[src/rtl/voice_scheduler.sv]
// Per-sample voice scheduler: runs enabled voices in ascending order, muxes the
// shared multiplier/divider onto the running voice and produces a saturated mix.
module voice_scheduler #(
  parameter int NUM_VOICES = 4
) (
  input  logic                        clk,
  input  logic                        rst,
  input  logic                        sample_tick,
  input  logic [NUM_VOICES-1:0]       voice_en,
  output logic [NUM_VOICES-1:0]       voice_start,
  input  logic [NUM_VOICES-1:0]       voice_finish,
  input  logic [NUM_VOICES-1:0][23:0] voice_wave,
  input  logic [NUM_VOICES-1:0][31:0] voice_mult_a,
  input  logic [NUM_VOICES-1:0][31:0] voice_mult_b,
  input  logic [NUM_VOICES-1:0][47:0] voice_div_n,
  input  logic [NUM_VOICES-1:0][47:0] voice_div_d,
  output logic [31:0]                 mult_a,
  output logic [31:0]                 mult_b,
  output logic [47:0]                 div_n,
  output logic [47:0]                 div_d,
  output logic [23:0]                 mix_out,
  output logic                        mix_valid,
  output logic                        busy,
  output logic                        overrun
);
  // state | meaning
  // IDLE  | waiting for sample_tick (also the mix_valid cycle)
  // RUN   | voice cur is started and owns the multiplier/divider
  // SAT   | clamp accumulator into mix_out, pulse mix_valid

  localparam int CUR_W = (NUM_VOICES > 1) ? $clog2(NUM_VOICES) : 1;
  localparam int ACC_W = 24 + $clog2(NUM_VOICES) + 1;
  localparam logic signed [ACC_W-1:0] MIX_MAX = {{(ACC_W-24){1'b0}}, 24'h7FFFFF};
  localparam logic signed [ACC_W-1:0] MIX_MIN = {{(ACC_W-24){1'b1}}, 24'h800000};

  typedef enum logic [1:0] {IDLE, RUN, SAT} state_t;

  state_t                  state;
  logic [NUM_VOICES-1:0]   pending;
  logic [CUR_W-1:0]        cur;
  logic signed [ACC_W-1:0] acc;
  logic signed [ACC_W-1:0] acc_next;
  logic [NUM_VOICES-1:0]   cur_mask;
  logic [NUM_VOICES-1:0]   rest;
  logic [23:0]             clamped;

  function automatic logic [CUR_W-1:0] lowest(input logic [NUM_VOICES-1:0] m);
    lowest = '0;
    for (int i = NUM_VOICES - 1; i >= 0; i--)
      if (m[i]) lowest = CUR_W'(i);
  endfunction

  function automatic logic [NUM_VOICES-1:0] onehot(input logic [CUR_W-1:0] idx);
    onehot = '0;
    for (int i = 0; i < NUM_VOICES; i++)
      if (CUR_W'(i) == idx) onehot[i] = 1'b1;
  endfunction

  always_comb begin
    cur_mask = onehot(cur);
    rest     = pending & ~cur_mask;
    acc_next = acc + {{(ACC_W-24){voice_wave[cur][23]}}, voice_wave[cur]};
    if (acc > MIX_MAX)      clamped = 24'h7FFFFF;
    else if (acc < MIX_MIN) clamped = 24'h800000;
    else                    clamped = acc[23:0];
  end

  // Mux follows cur directly so a voice's pipelined result lines up with its own run.
  always_comb begin
    mult_a = '0;
    mult_b = '0;
    div_n  = '0;
    div_d  = '0;
    if (state == RUN) begin
      mult_a = voice_mult_a[cur];
      mult_b = voice_mult_b[cur];
      div_n  = voice_div_n[cur];
      div_d  = voice_div_d[cur];
    end
  end

  assign busy = (state != IDLE);

  always_ff @(posedge clk) begin
    if (rst) begin
      state       <= IDLE;
      pending     <= '0;
      cur         <= '0;
      acc         <= '0;
      voice_start <= '0;
      mix_out     <= '0;
      mix_valid   <= 1'b0;
      overrun     <= 1'b0;
    end else begin
      mix_valid <= 1'b0;
      case (state)
        IDLE: begin
          if (sample_tick) begin
            pending <= voice_en;
            acc     <= '0;
            if (|voice_en) begin
              state       <= RUN;
              cur         <= lowest(voice_en);
              voice_start <= onehot(lowest(voice_en));
            end else begin
              state <= SAT;
            end
          end
        end
        RUN: begin
          if (sample_tick) overrun <= 1'b1;
          if (voice_finish[cur]) begin
            acc     <= acc_next;
            pending <= rest;
            // Handover in the same edge: the old start drops as the new one rises.
            if (|rest) begin
              cur         <= lowest(rest);
              voice_start <= onehot(lowest(rest));
            end else begin
              voice_start <= '0;
              state       <= SAT;
            end
          end
        end
        SAT: begin
          if (sample_tick) overrun <= 1'b1;
          mix_out   <= clamped;
          mix_valid <= 1'b1;
          state     <= IDLE;
        end
        default: state <= IDLE;
      endcase
    end
  end
endmodule

[config.mk]
export PLATFORM = sky130hd
export DESIGN_NAME = voice_scheduler
export DESIGN_NICKNAME = d
export VERILOG_FILES = /design/src/rtl/voice_scheduler.sv
export SDC_FILE = /design/constraint.sdc
export NUM_CORES = 1
export LEC_CHECK = 0
export BUFFER_PORTS_ARGS = -buffer_cell sky130_fd_sc_hd__buf_2
export CAP_MARGIN = 20
export CORE_AREA = 2 2 360 362
export CTS_BUF_LIST = sky130_fd_sc_hd__clkbuf_8
export DETAILED_ROUTE_END_ITERATION = 12
export DIE_AREA = 0 0 362 364
export HOLD_SLACK_MARGIN = 0.12
export PLACE_DENSITY = 0.37
export SKIP_LAST_GASP = 1
export SYNTH_ARGS = -nofsm -noshare
export SYNTH_HDL_FRONTEND = slang
export SYNTH_SLANG_ARGS = --single-unit
[constraint.sdc]
create_clock -name clk -period 4 [get_ports clk]
set_input_delay 1.2 -clock clk [delete_from_list [all_inputs] [get_ports clk]]
set_output_delay 1.2 -clock clk [all_outputs]
set_load 0.05 [all_outputs]
==> results of run 1 <==
## cell families after synthesis
family | count (synthesis)
multiplexers | 189
flip-flops | 65
XOR/XNOR | 23
adder cells (fa/ha/maj) | 30
buffers and inverters | 90
AND/OR/NAND/NOR | 343
AO/OA/AOI/OAI | 163
## path summary, 6_finish.rpt
path / to / slack [ns]
setup reg to reg: acc[26] / 0.32
hold reg to reg: mix_out[11] / 0.48
setup / recovery: acc[26] / 0.14
hold / removal: mix_out[11] / 0.48
## final cells by class
cell class	count	area (µm²)	area share, %
multi-input cells	748	7661	45.55
diodes	49	122.6	0.7291
clock buffers	10	137.6	0.8183
repair buffers	1012	5380	31.99
well taps	1675	2096	12.46
flip-flops and latches	65	1309	7.782
inverters	6	22.52	0.1339
clock inverters	6	90.09	0.5356
## synthesized netlist by cell type, types with 4 or more instances
cell      count  area share, %
mux4_2      185             45
and2_1      161             11
nor2_1       67            2.7
dfxtp_1      65             14
a21oi_1      60            3.2
clkbuf_1     46            1.9
nand2_1      46            1.9
nor3_1       32            1.7
ha_1         29            3.9
o21ai_0      26            1.4
buf_2        23            1.2
o21ai_1      16           0.86
buf_1        15           0.61
a21o_1       13            1.0
a22oi_1      13            1.0
xor2_1       13            1.2
xnor2_1      10           0.94
nand2b_1      8           0.54
a211o_1       7           0.66
nand3_1       7           0.38
a211oi_1      6           0.48
inv_1         6           0.24
nor2b_1       6           0.40
and3_1        4           0.27
mux2i_1       4           0.43
nand4_1       4           0.27
## worst max-delay path, delay by kind of cell
kind	cells	cell delay (ns)
AOI/OAI and AO/OA	5	1.19
buffers and inverters	2	0.28
and+or+nand+nor	2	0.21
muxes	2	0.60
adders and majority gates	2	0.65
## timing repair
action                     CTS  global route
buffers inserted             4             0
pin swaps                    0             1
hold buffers                 0             0
gates resized for setup      2             3
setup endpoints to repair   59             3
## power by group
group	internal, mW	leakage (nW)	switching (mW)
logic	2.93	6.88	5.48
registers	0.823	0.531	0.157
clock network	0.370	0.113	0.299
## per-layer routing
metal	wire length [µm]	track usage (%)	up-vias	part of all wire, %
met5	465	0	-	0.46
met4	1572	1.454	72	1.5
met3	15650	9.094	172	15
met2	43460	22.67	772	43
met1	40880	17.95	6046	40
li1	-	-	5452	-
## cells in the final DEF (no fill, tap or decap), types with 4 or more instances in the layout
| cell type | instances |
|---|---|
| o21ai_0 | 26 |
| nor3_1 | 32 |
| a21o_1 | 13 |
| nand3_1 | 7 |
| a211o_1 | 7 |
| nand2b_1 | 8 |
| inv_1 | 6 |
| and2_1 | 161 |
| dfxtp_1 | 63 |
| buf_2 | 937 |
| a22oi_1 | 13 |
| a211oi_1 | 6 |
| and3_1 | 4 |
| nor2_1 | 67 |
| clkbuf_8 | 10 |
| nand4_1 | 4 |
| nor2b_1 | 6 |
| a21oi_1 | 60 |
| buf_12 | 7 |
| o21ai_1 | 16 |
| xor2_1 | 13 |
| buf_4 | 66 |
| mux2i_1 | 4 |
| xnor2_1 | 10 |
| nand2_1 | 46 |
| mux4_2 | 185 |
| ha_1 | 28 |
| diode_2 | 49 |
## registers in the layout, indices dropped and copies added, names as in the netlist
register,count
acc,27
cur,2
mix_out,24
mix_valid,1
overrun,1
pending,4
state,2
voice_start,4
## through the flow
step	TNS (ns)	std cells	setup WS, ns	power [mW]
detailed placement	-1.681	3502	-0.3998	9.563
global route	-0.003309	3527	-0.003309	10.75
floorplan	0	903	0.02045	6.539
global placement	-1.507	3502	-0.3406	9.600
finish	0	3571	0.1367	10.06
CTS	0	3522	0.02724	10.32
==> results.tsv, run 1 <==
stage	metric	value	unit
timing	hold_violations	0	
worst_setup_path	crit_arrival	4.12	ns
timing	min_period_over_period	96.58	%
yosys	yosysWarningCount	0	
clock_tree	ctsLongestPathBuffers	2	
clock_tree	clk_pin_slew	0.08	ns
worst_hold_path	hold_depth	2	
drt	ant_nets	0	
yosys	synth_cell_type_count	54	
drt	initialDrtViolationCount	775	
worst_setup_path	crit_chain	buf_2 > mux4_2 > ha_1 > fa_1 > a21o_1 > a211o_1 > a211oi_1 > buf_4 > nor4_4 > nor4bb_1 > a211o_1 > mux2i_1 > a21o_1	
floorplan	die-area	0.1318	mm²
clock_tree	htreeDepth	3	
drt	drt-vias-per-instance	3.504	
timing	relSlewSlack	32.98	%
layout	stdcell_area	0.01682	mm²
yosys	synth_top_family_by_area	multiplexers	
floorplan	start_util	7.243	%
placement	port_buffers	937	
layout	syn2layout_area_growth	80.94	%
outcome	status	finished, final reports clean	
yosys	syn_avg_cell_area	10.29	µm²
timing	finalSetupViolCount	0	
layout	nFillCells	14890	
clock_tree	worst_skew_pair.late_latency	0.37	ns
layout	drive_gt1_share	66.32	%
global_routing	grt_use_total	14.74	%
global_routing	grt_pass1_wl	127800	µm
global_routing	antenna_found_initial	134	
timing	worstMarginPinSlew	1.003	ns
worst_setup_path	reg2regPathDepth	14	
yosys	syn_inst	903	
worst_setup_path	cp-start-kind	input port	
placement	globalplace.congestion	0.8589	
clock_tree	numCtsBuffers	9	
global_routing	grt.overflow.total	0	
worst_setup_path	crit_start	voice_wave[72]	
yosys	synth-seq-cells	65	
yosys	ys_seq_area_share	14.00	%
worst_setup_path	slowest_delay	0.48	ns
worst_hold_path	hold_class	flip-flop to flip-flop	
yosys	synthesis.nets	1680	
drt	drc_errors	0	
flow_run	cap_violations	0	
worst_setup_path	critPathMaxFanout	4	
global_routing	grt_pass1_vias	12720	
drt	wl_per_cell	28.57	µm
timing	clock_skew	0.02151	ns
worst_setup_path	r2r_start	cur[0]	
floorplan	dieWidth	362	µm
power	p_per_area	598.4	mW/mm²
timing	finalWorstPathRequiredPeriod	3.863	ns
yosys	synth_ff_type	dfxtp_1	
timing	timing.hold.ws	0.4780	ns
floorplan	io-pin-count	938	
worst_setup_path	endpoint_kind	flip-flop	
yosys	synth-xor-area-share	2.167	%
drt	finalWirelength	102000	µm
floorplan	fp-row-count	132	
global_routing	grt_max_degree	90	
floorplan	coreArea	0.1283	mm²
yosys	ys_async_sr_fraction	0	%
layout	nets	2619	
yosys	syn_area	0.009295	mm²
worst_setup_path	path_class	input port to flip-flop	
yosys	synth-edff-count	0	
clock_tree	cts_tree	built	
clock_tree	cts.sinks	65	
clock_tree	cts-root-buf	clkbuf_8	
drt	via_count	12510	
timing	max_freq	0.2588	GHz
power	irDropWorstVdd	246.4	µV
yosys	synth-simple-area-share	19.67	%
layout	final_util	13.11	%
placement	dp_hpwl	93610	µm
worst_setup_path	critPathSlowestCell	mux4_2	
timing	rsz0062_at_grt	true	
power	p_leak	7.521	nW
worst_hold_path	hp-start	mix_out[11]	
yosys	synth_compound_gate_area_share	10.85	%
floorplan	die_y	364	µm
drt	dr.pass1.iters	5	
yosys	synth_fa_ha_area_share	4.119	%
placement	placed_area	0.01638	mm²
worst_setup_path	critPathRequiredTime	4.26	ns
timing	final_max_slew_viol_count	0	
yosys	synth_mux_area_share	45.26	%
No activity file was read; power rests on OpenSTA's default activity.
==> run 2, diff against run 1 <==
--- a/config.mk
+++ b/config.mk
@@ -5,7 +5,7 @@
 export SDC_FILE = /design/constraint.sdc
 export NUM_CORES = 1
 export LEC_CHECK = 0
-export BUFFER_PORTS_ARGS = -buffer_cell sky130_fd_sc_hd__buf_2
+export BUFFER_PORTS_ARGS = -buffer_cell sky130_fd_sc_hd__buf_4
 export CAP_MARGIN = 20
 export CORE_AREA = 2 2 360 362
 export CTS_BUF_LIST = sky130_fd_sc_hd__clkbuf_8
==> run 2 against run 1 <==
Clock power is 12% lower; utilization grew 1.7 points; non-clock buffer count did not move; flip-flop and latch count did not move; worst hold slack worse by 0.0035 ns; final cell count shrank 0.50%; critical path type is now flip-flop to primary output.
==> results.tsv, run 2 (synthesized netlist as in run 1, its figures left out) <==
stage	metric	value	unit	change
outcome	status	finished, final reports clean		
placement	port_buffers	937		unchanged
global_routing	grt_use_total	15.10	%	+0.36 points
timing	max_freq	0.2564	GHz	-0.94%
drt	initialDrtViolationCount	715		-7.7%
timing	worstMarginPinSlew	1.031	ns	+0.02788 ns
worst_setup_path	critPathRequiredTime	2.80	ns	-1.46 ns
worst_setup_path	reg2regPathDepth	14		unchanged
timing	finalWorstPathRequiredPeriod	3.900	ns	+0.03649 ns
clock_tree	ctsLongestPathBuffers	2		unchanged
floorplan	coreArea	0.1283	mm²	unchanged
power	p_per_area	557.4	mW/mm²	-6.9%
worst_setup_path	critPathMaxFanout	84		+80
floorplan	io-pin-count	938		unchanged
layout	largest_reg_flops	27		unchanged
floorplan	start_util	7.243	%	unchanged
drt	drt-vias-per-instance	3.487		-0.50%
drt	dr.pass1.iters	5		unchanged
placement	placed_area	0.01871	mm²	+14%
timing	hold_violations	0		unchanged
layout	nFillCells	14620		-1.8%
global_routing	grt_max_degree	85		-5.6%
drt	finalWirelength	104700	µm	+2.6%
worst_setup_path	endpoint_kind	primary output		
floorplan	dieWidth	362	µm	unchanged
layout	reg_top3	acc x27, mix_out x24		
layout	stdcell_area	0.01906	mm²	+13%
worst_setup_path	slowest_delay	0.59	ns	+0.11 ns
layout	drive_gt1_share	66.22	%	-0.11 points
global_routing	grt_pass1_wl	130100	µm	+1.8%
clock_tree	numCtsBuffers	9		unchanged
drt	via_count	12390		-1.0%
worst_setup_path	crit_chain	buf_4 > buf_16 > mux4_2 > and2_1 > buf_4		
worst_setup_path	crit_arrival	2.70	ns	-1.42 ns
timing	final_max_slew_viol_count	0		unchanged
layout	nets	2619		unchanged
global_routing	grt_pass1_vias	12530		-1.5%
placement	dp_slack	-0.3644	ns	+0.03542 ns
layout	final_util	14.85	%	+1.7 points
power	irDropWorstVdd	226.9	µV	-7.9%
worst_hold_path	hold_depth	2		unchanged
timing	rsz0062_at_grt	false		
clock_tree	worst_skew_pair.late_latency	0.37	ns	about the same
clock_tree	cts.sinks	65		unchanged
drt	ant_nets	0		unchanged
floorplan	die-area	0.1318	mm²	unchanged
flow_run	cap_violations	0		unchanged
drt	wl_per_cell	29.47	µm	+3.1%
floorplan	fp-row-count	132		unchanged
clock_tree	cts_tree	built		
clock_tree	clk_pin_slew	0.08	ns	about the same
layout	multi_input_comb_area	0.007646	mm²	-0.20%
global_routing	grt.overflow.total	0		unchanged
drt	drc_errors	0		unchanged
layout	syn2layout_area_growth	105.0	%	
clock_tree	cts-root-buf	clkbuf_8		
worst_hold_path	hold_class	flip-flop to flip-flop		
global_routing	antenna_found_initial	110		-18%
layout	seqCellArea	0.001309	mm²	unchanged
placement	globalplace.congestion	0.8626		+0.43%
worst_setup_path	path_class	flip-flop to primary output		
clock_tree	htreeDepth	3		unchanged
floorplan	die_y	364	µm	unchanged
layout	top_register	acc		
timing	min_period_over_period	97.50	%	+0.91 points
clock_tree	holdBufCountCts	0		unchanged
worst_setup_path	crit_path_frequent_cell	buf_4		
layout	final_common_cell	buf_4		
worst_setup_path	critPathSlowestCell	dfxtp_4		
worst_setup_path	cp-start-kind	flip-flop		
placement	dp_hpwl	94880	µm	+1.4%
timing	clock_skew	0.01128	ns	-0.01023 ns
timing	layout_setup_ws	0.1002	ns	-0.03649 ns
timing	finalSetupViolCount	0		unchanged
power	p_leak	8.147	nW	+8.3%
timing	relSlewSlack	31.12	%	-1.9 points
layout	mostFrequentLayoutCells	1004 x buf_4, 185 x mux4_2, 161 x and2_1		
## run 2: changes by cell type in the layout (fill, tap and decap cells not counted), sizes merged
cell / change
bufinv: -1
clkinvlp: +2
clkbuf: -1
clkinv: -1
diode: -18
inv: +1
## run 2: critical path: cells and delay by family, from the launching register on
family	cells	cell delay [ns]
buf+inv	3	0.93
flops	1	0.59
mux	1	0.45
simple gates	1	0.21
## run 2: stage by stage
step	power, mW	hold slack (ns)	instances	TNS, ns
detailed placement	10.18	0.4654	3502	-1.579
global placement	10.23	0.4670	3502	-1.544
CTS	10.89	0.4781	3522	0
floorplan	6.539	0.4432	903	0
finish	10.62	0.4745	3553	0
global route	11.30	0.5026	3525	0
## run 2: report_power, final
group | internal, mW | switching, mW | leakage, nW
clock | 0.287 | 0.299 | 0.0934
combinational | 3.49 | 5.56 | 7.52
sequential | 0.824 | 0.165 | 0.531
## run 2: cell type report
| class | count | share of cell area [%] |
|---|---|---|
| sequential | 65 | 6.867 |
| inverter | 6 | 0.1182 |
| timing repair buffer | 1012 | 40.47 |
| clock inverter | 7 | 0.3742 |
| tap | 1675 | 11.00 |
| antenna | 31 | 0.4070 |
| multi-input combinational | 748 | 40.12 |
| clock buffer | 9 | 0.6499 |
## run 2: repair_timing
item	CTS	global route
buffers inserted	4	0
resized for setup	2	1
hold endpoints to repair	0	0
setup endpoints to repair	58	3
pin swaps	0	0
## run 2: final timing paths
kind / startpoint / end / slack, ns
worst max-delay path: cur[1] / div_n[31] / 0.10
worst min-delay path: acc[21] / acc[21] / 0.47
worst max register to register: cur[0] / acc[18] / 0.31
worst min register to register: acc[21] / acc[21] / 0.47
## run 2: routing by layer
metal / vias up / track usage, % / part of all wire [%]
met2: 726 / 23.15 / 44
met4: 72 / 1.985 / 1.2
met1: 6031 / 16.99 / 38
met5: - / 0 / 0.44
met3: 131 / 11.39 / 17
li1: 5429 / - / -
==> run 3, diff against run 2 <==
--- a/config.mk
+++ b/config.mk
@@ -5,14 +5,15 @@
 export SDC_FILE = /design/constraint.sdc
 export NUM_CORES = 1
 export LEC_CHECK = 0
+export ABC_AREA = 1
 export BUFFER_PORTS_ARGS = -buffer_cell sky130_fd_sc_hd__buf_4
 export CAP_MARGIN = 20
-export CORE_AREA = 2 2 360 362
+export CORE_AREA = 2 2 364 366
 export CTS_BUF_LIST = sky130_fd_sc_hd__clkbuf_8
 export DETAILED_ROUTE_END_ITERATION = 12
-export DIE_AREA = 0 0 362 364
+export DIE_AREA = 0 0 366 368
 export HOLD_SLACK_MARGIN = 0.12
-export PLACE_DENSITY = 0.37
+export PLACE_DENSITY = 0.36
 export SKIP_LAST_GASP = 1
 export SYNTH_ARGS = -nofsm -noshare
 export SYNTH_HDL_FRONTEND = slang
==> constraint.sdc (replaced) <==
create_clock -name clk -period 4 [get_ports clk]
set_input_delay 0.4 -clock clk [delete_from_list [all_inputs] [get_ports clk]]
set_output_delay 0.4 -clock clk [all_outputs]
set_load 0.05 [all_outputs]
==> run 3 against run 2 <==
Clock-buffer cell count did not move; clock skew rose by 0.0077 ns; worst hold slack got worse by 0.21 ns; combinational power rose by 3.1%; register-to-register slack improved by 0.48 ns; highest routed layer unchanged.
==> results.tsv, run 3 <==
stage	metric	value	unit	change
yosys	yosysMostFrequentCell	a22oi_1		
global_routing	grt-busiest-layer	met2		
timing	final_max_slew_viol_count	0		unchanged
worst_setup_path	crit_start	cur[0]		
clock_tree	cts_resized	0		-2
global_routing	grt_max_degree	116		+36%
layout	final_util	13.78	%	-1.1 points
worst_setup_path	crit_arrival	3.29	ns	+0.59 ns
placement	dp.cells	4037		+15%
drt	via_count	15540		+25%
yosys	synth_top_family_by_area	compound AO/OA/AOI/OAI gates		
layout	stdcell_area	0.01803	mm²	-5.4%
layout	multi_input_comb_area	0.006459	mm²	-16%
worst_setup_path	path_class	flip-flop to primary output		
layout	drive_gt1_share	43.69	%	-23 points
clock_tree	numCtsBuffers	9		unchanged
worst_setup_path	cp-start-kind	flip-flop		
drt	ant_nets	0		unchanged
floorplan	die-area	0.1347	mm²	+2.2%
worst_hold_path	hold_class	input port to flip-flop		
global_routing	grt_pass1_wl	167900	µm	+29%
floorplan	fp-row-count	133		+0.76%
clock_tree	cts-root-buf	clkbuf_8		
timing	max_freq	0.2711	GHz	+5.7%
floorplan	dieWidth	366	µm	+1.1%
yosys	synth_fa_ha_area_share	4.398	%	+0.28 points
global_routing	antenna_found_initial	138		+25%
global_routing	grt_pass1_vias	15200		+21%
yosys	netlist.area_leader.share	31.05	%	-14 points
timing	rsz0062_at_grt	false		
timing	hold_violations	0		unchanged
placement	dp_slack	0.6254	ns	+0.9898 ns
yosys	syn_inst	1433		+59%
worst_setup_path	r2r_start	cur[1]		
global_routing	grt.overflow.total	0		unchanged
placement	dp_hpwl	119800	µm	+26%
timing	timing.hold.ws	0.2638	ns	-0.2108 ns
power	p_leak	8.141	nW	about the same
floorplan	die_y	368	µm	+1.1%
drt	drt-vias-per-instance	3.813		+9.3%
yosys	synth_cell_type_count	35		-35%
yosys	synth_ff_type	dfxtp_1		
timing	worstMarginPinSlew	1.024	ns	-0.006508 ns
layout	mostFrequentLayoutCells	959 x buf_4, 360 x a22oi_1, 296 x nand2_1		
global_routing	grt_use_total	19.10	%	+4.0 points
timing	relSlewSlack	31.72	%	+0.60 points
drt	initialDrtViolationCount	1194		+67%
timing	finalWorstPathRequiredPeriod	3.689	ns	-0.2108 ns
yosys	ys_seq_area_share	14.95	%	+0.95 points
drt	dr.pass1.iters	5		unchanged
outcome	status	finished, final reports clean		
layout	layout.cells.non_filler	4076		+15%
yosys	synth-simple-area-share	21.72	%	+2.1 points
clock_tree	cts.sinks	65		unchanged
power	power	11.04	mW	+3.9%
placement	globalplace.congestion	1.013		+17%
yosys	synth_mux_area_share	0	%	-45 points
yosys	ys_async_sr_fraction	0	%	unchanged
timing	min_period_over_period	92.22	%	-5.3 points
yosys	syn_area	0.008705	mm²	-6.4%
clock_tree	worst_skew_pair.late_latency	0.39	ns	+0.02 ns
yosys	synth-seq-cells	65		unchanged
clock_tree	ctsLongestPathBuffers	2		unchanged
layout	seqCellArea	0.001301	mm²	-0.57%
global_routing	grtUsageMet2	31.60	%	+8.5 points
yosys	synth_top_area_cell	a22oi_1		
power	p_per_area	612.4	mW/mm²	+9.9%
worst_setup_path	critPathRequiredTime	3.60	ns	+0.80 ns
power	irDropWorstVdd	287.1	µV	+27%
layout	nFillCells	15440		+5.6%
clock_tree	htreeDepth	3		unchanged
timing	layout_setup_ws	0.3110	ns	+0.2108 ns
drt	finalWirelength	134700	µm	+29%
clock_tree	clk_pin_slew	0.10	ns	+0.02 ns
timing	clock_skew	0.01897	ns	+0.007694 ns
worst_setup_path	critPathSlowestCell	dfxtp_1		
floorplan	io-pin-count	938		unchanged
yosys	synth-xor-area-share	0.4025	%	-1.8 points
yosys	syn_avg_cell_area	6.074	µm²	-41%
floorplan	start_util	6.655	%	-0.59 points
layout	top_register	acc		
yosys	synthTopCellsByArea	a22oi_1 31%, dfxtp_1 15%, a21oi_1 14%		
flow_run	cap_violations	0		unchanged
clock_tree	holdBufCountCts	0		unchanged
timing	fin_tns_setup	0	ns	unchanged
worst_setup_path	critPathMaxFanout	115		+37%
worst_setup_path	slowest_delay	0.50	ns	-0.09 ns
worst_setup_path	endpoint_kind	primary output		
worst_hold_path	hp-start	sample_tick		
drt	drc_errors	0		unchanged
yosys	synth_common_cells	360 x a22oi_1, 296 x nand2_1, 241 x a21oi_1		
layout	largest_reg_flops	27		unchanged
floorplan	coreArea	0.1308	mm²	+1.9%
placement	port_buffers	937		unchanged
drt	wl_per_cell	33.04	µm	+12%
global_routing	grt_util_met3	10.75	%	-0.64 points
layout	nets	3070		+17%
timing	finalSetupViolCount	0		unchanged
yosys	yosysWarningCount	0		unchanged
clock_tree	cts_setup_buffers	0		-4
global_routing	grtUsageMet1	21.27	%	+4.3 points
yosys	synth_compound_gate_area_share	47.59	%	+37 points
yosys	synthesis.nets	2210		+32%
layout	syn2layout_area_growth	107.1	%	
layout	reg_top3	acc x27, mix_out x24		
layout	final_common_cell	buf_4		
worst_setup_path	crit_chain	nand2_1 > inv_8 > buf_12 > a22oi_1 > a21oi_1 > buf_4		
placement	placed_area	0.01775	mm²	-5.1%
yosys	synth-edff-count	0		unchanged
clock_tree	cts_tree	built		
-- run 3: cell types whose count changed after synthesis, moves of 109 or more --
cell	delta
a21oi_1	+181
a22oi_1	+347
and2_1	-157
inv_1	+109
mux4_2	-185
nand2_1	+250
-- run 3: worst paths after layout --
check / depth (start not counted) / to / slack [ns]
setup / recovery: 6 / mult_b[25] / 0.31
hold / removal: 3 / overrun / 0.26
setup reg to reg: 16 / acc[24] / 0.79
hold reg to reg: 2 / voice_start[2] / 0.46
-- run 3: report_power, final --
part	internal [mW]	switching [mW]	leakage, nW
clock network	0.351	0.324	0.107
logic	2.60	6.73	7.50
registers	0.852	0.188	0.531
total	3.80	7.24	8.14
-- run 3: worst max-delay path, delay by kind of cell (launching register included) --
kind	cells	cell delay (ns)
compound gates	2	0.96
buf+inv	3	1.08
flops	1	0.50
simple gates	1	0.27
-- run 3: per-layer routing --
layer,vias to the layer above,share of wire (%)
li1,6972,-
met1,7318,37
met4,82,2.7
met5,-,0.35
met2,897,46
met3,272,14
-- run 3: cells by family (layout without fill, tap and decap cells) --
family,Yosys count,count (layout)
simple gates,454,454
buf+inv,235,1100
flops,65,65
fa+ha+maj,30,30
other cells,0,23
xor+xnor,4,4
compound gates,645,645
-- run 3: area by class of cell --
type	count	share of cell area (%)
tap	1755	12.18
inverter	119	2.602
antenna	23	0.3192
timing repair buffer	965	40.64
sequential	65	7.217
multi-input combinational	1133	35.82
clock inverter	7	0.5344
clock buffer	9	0.6870
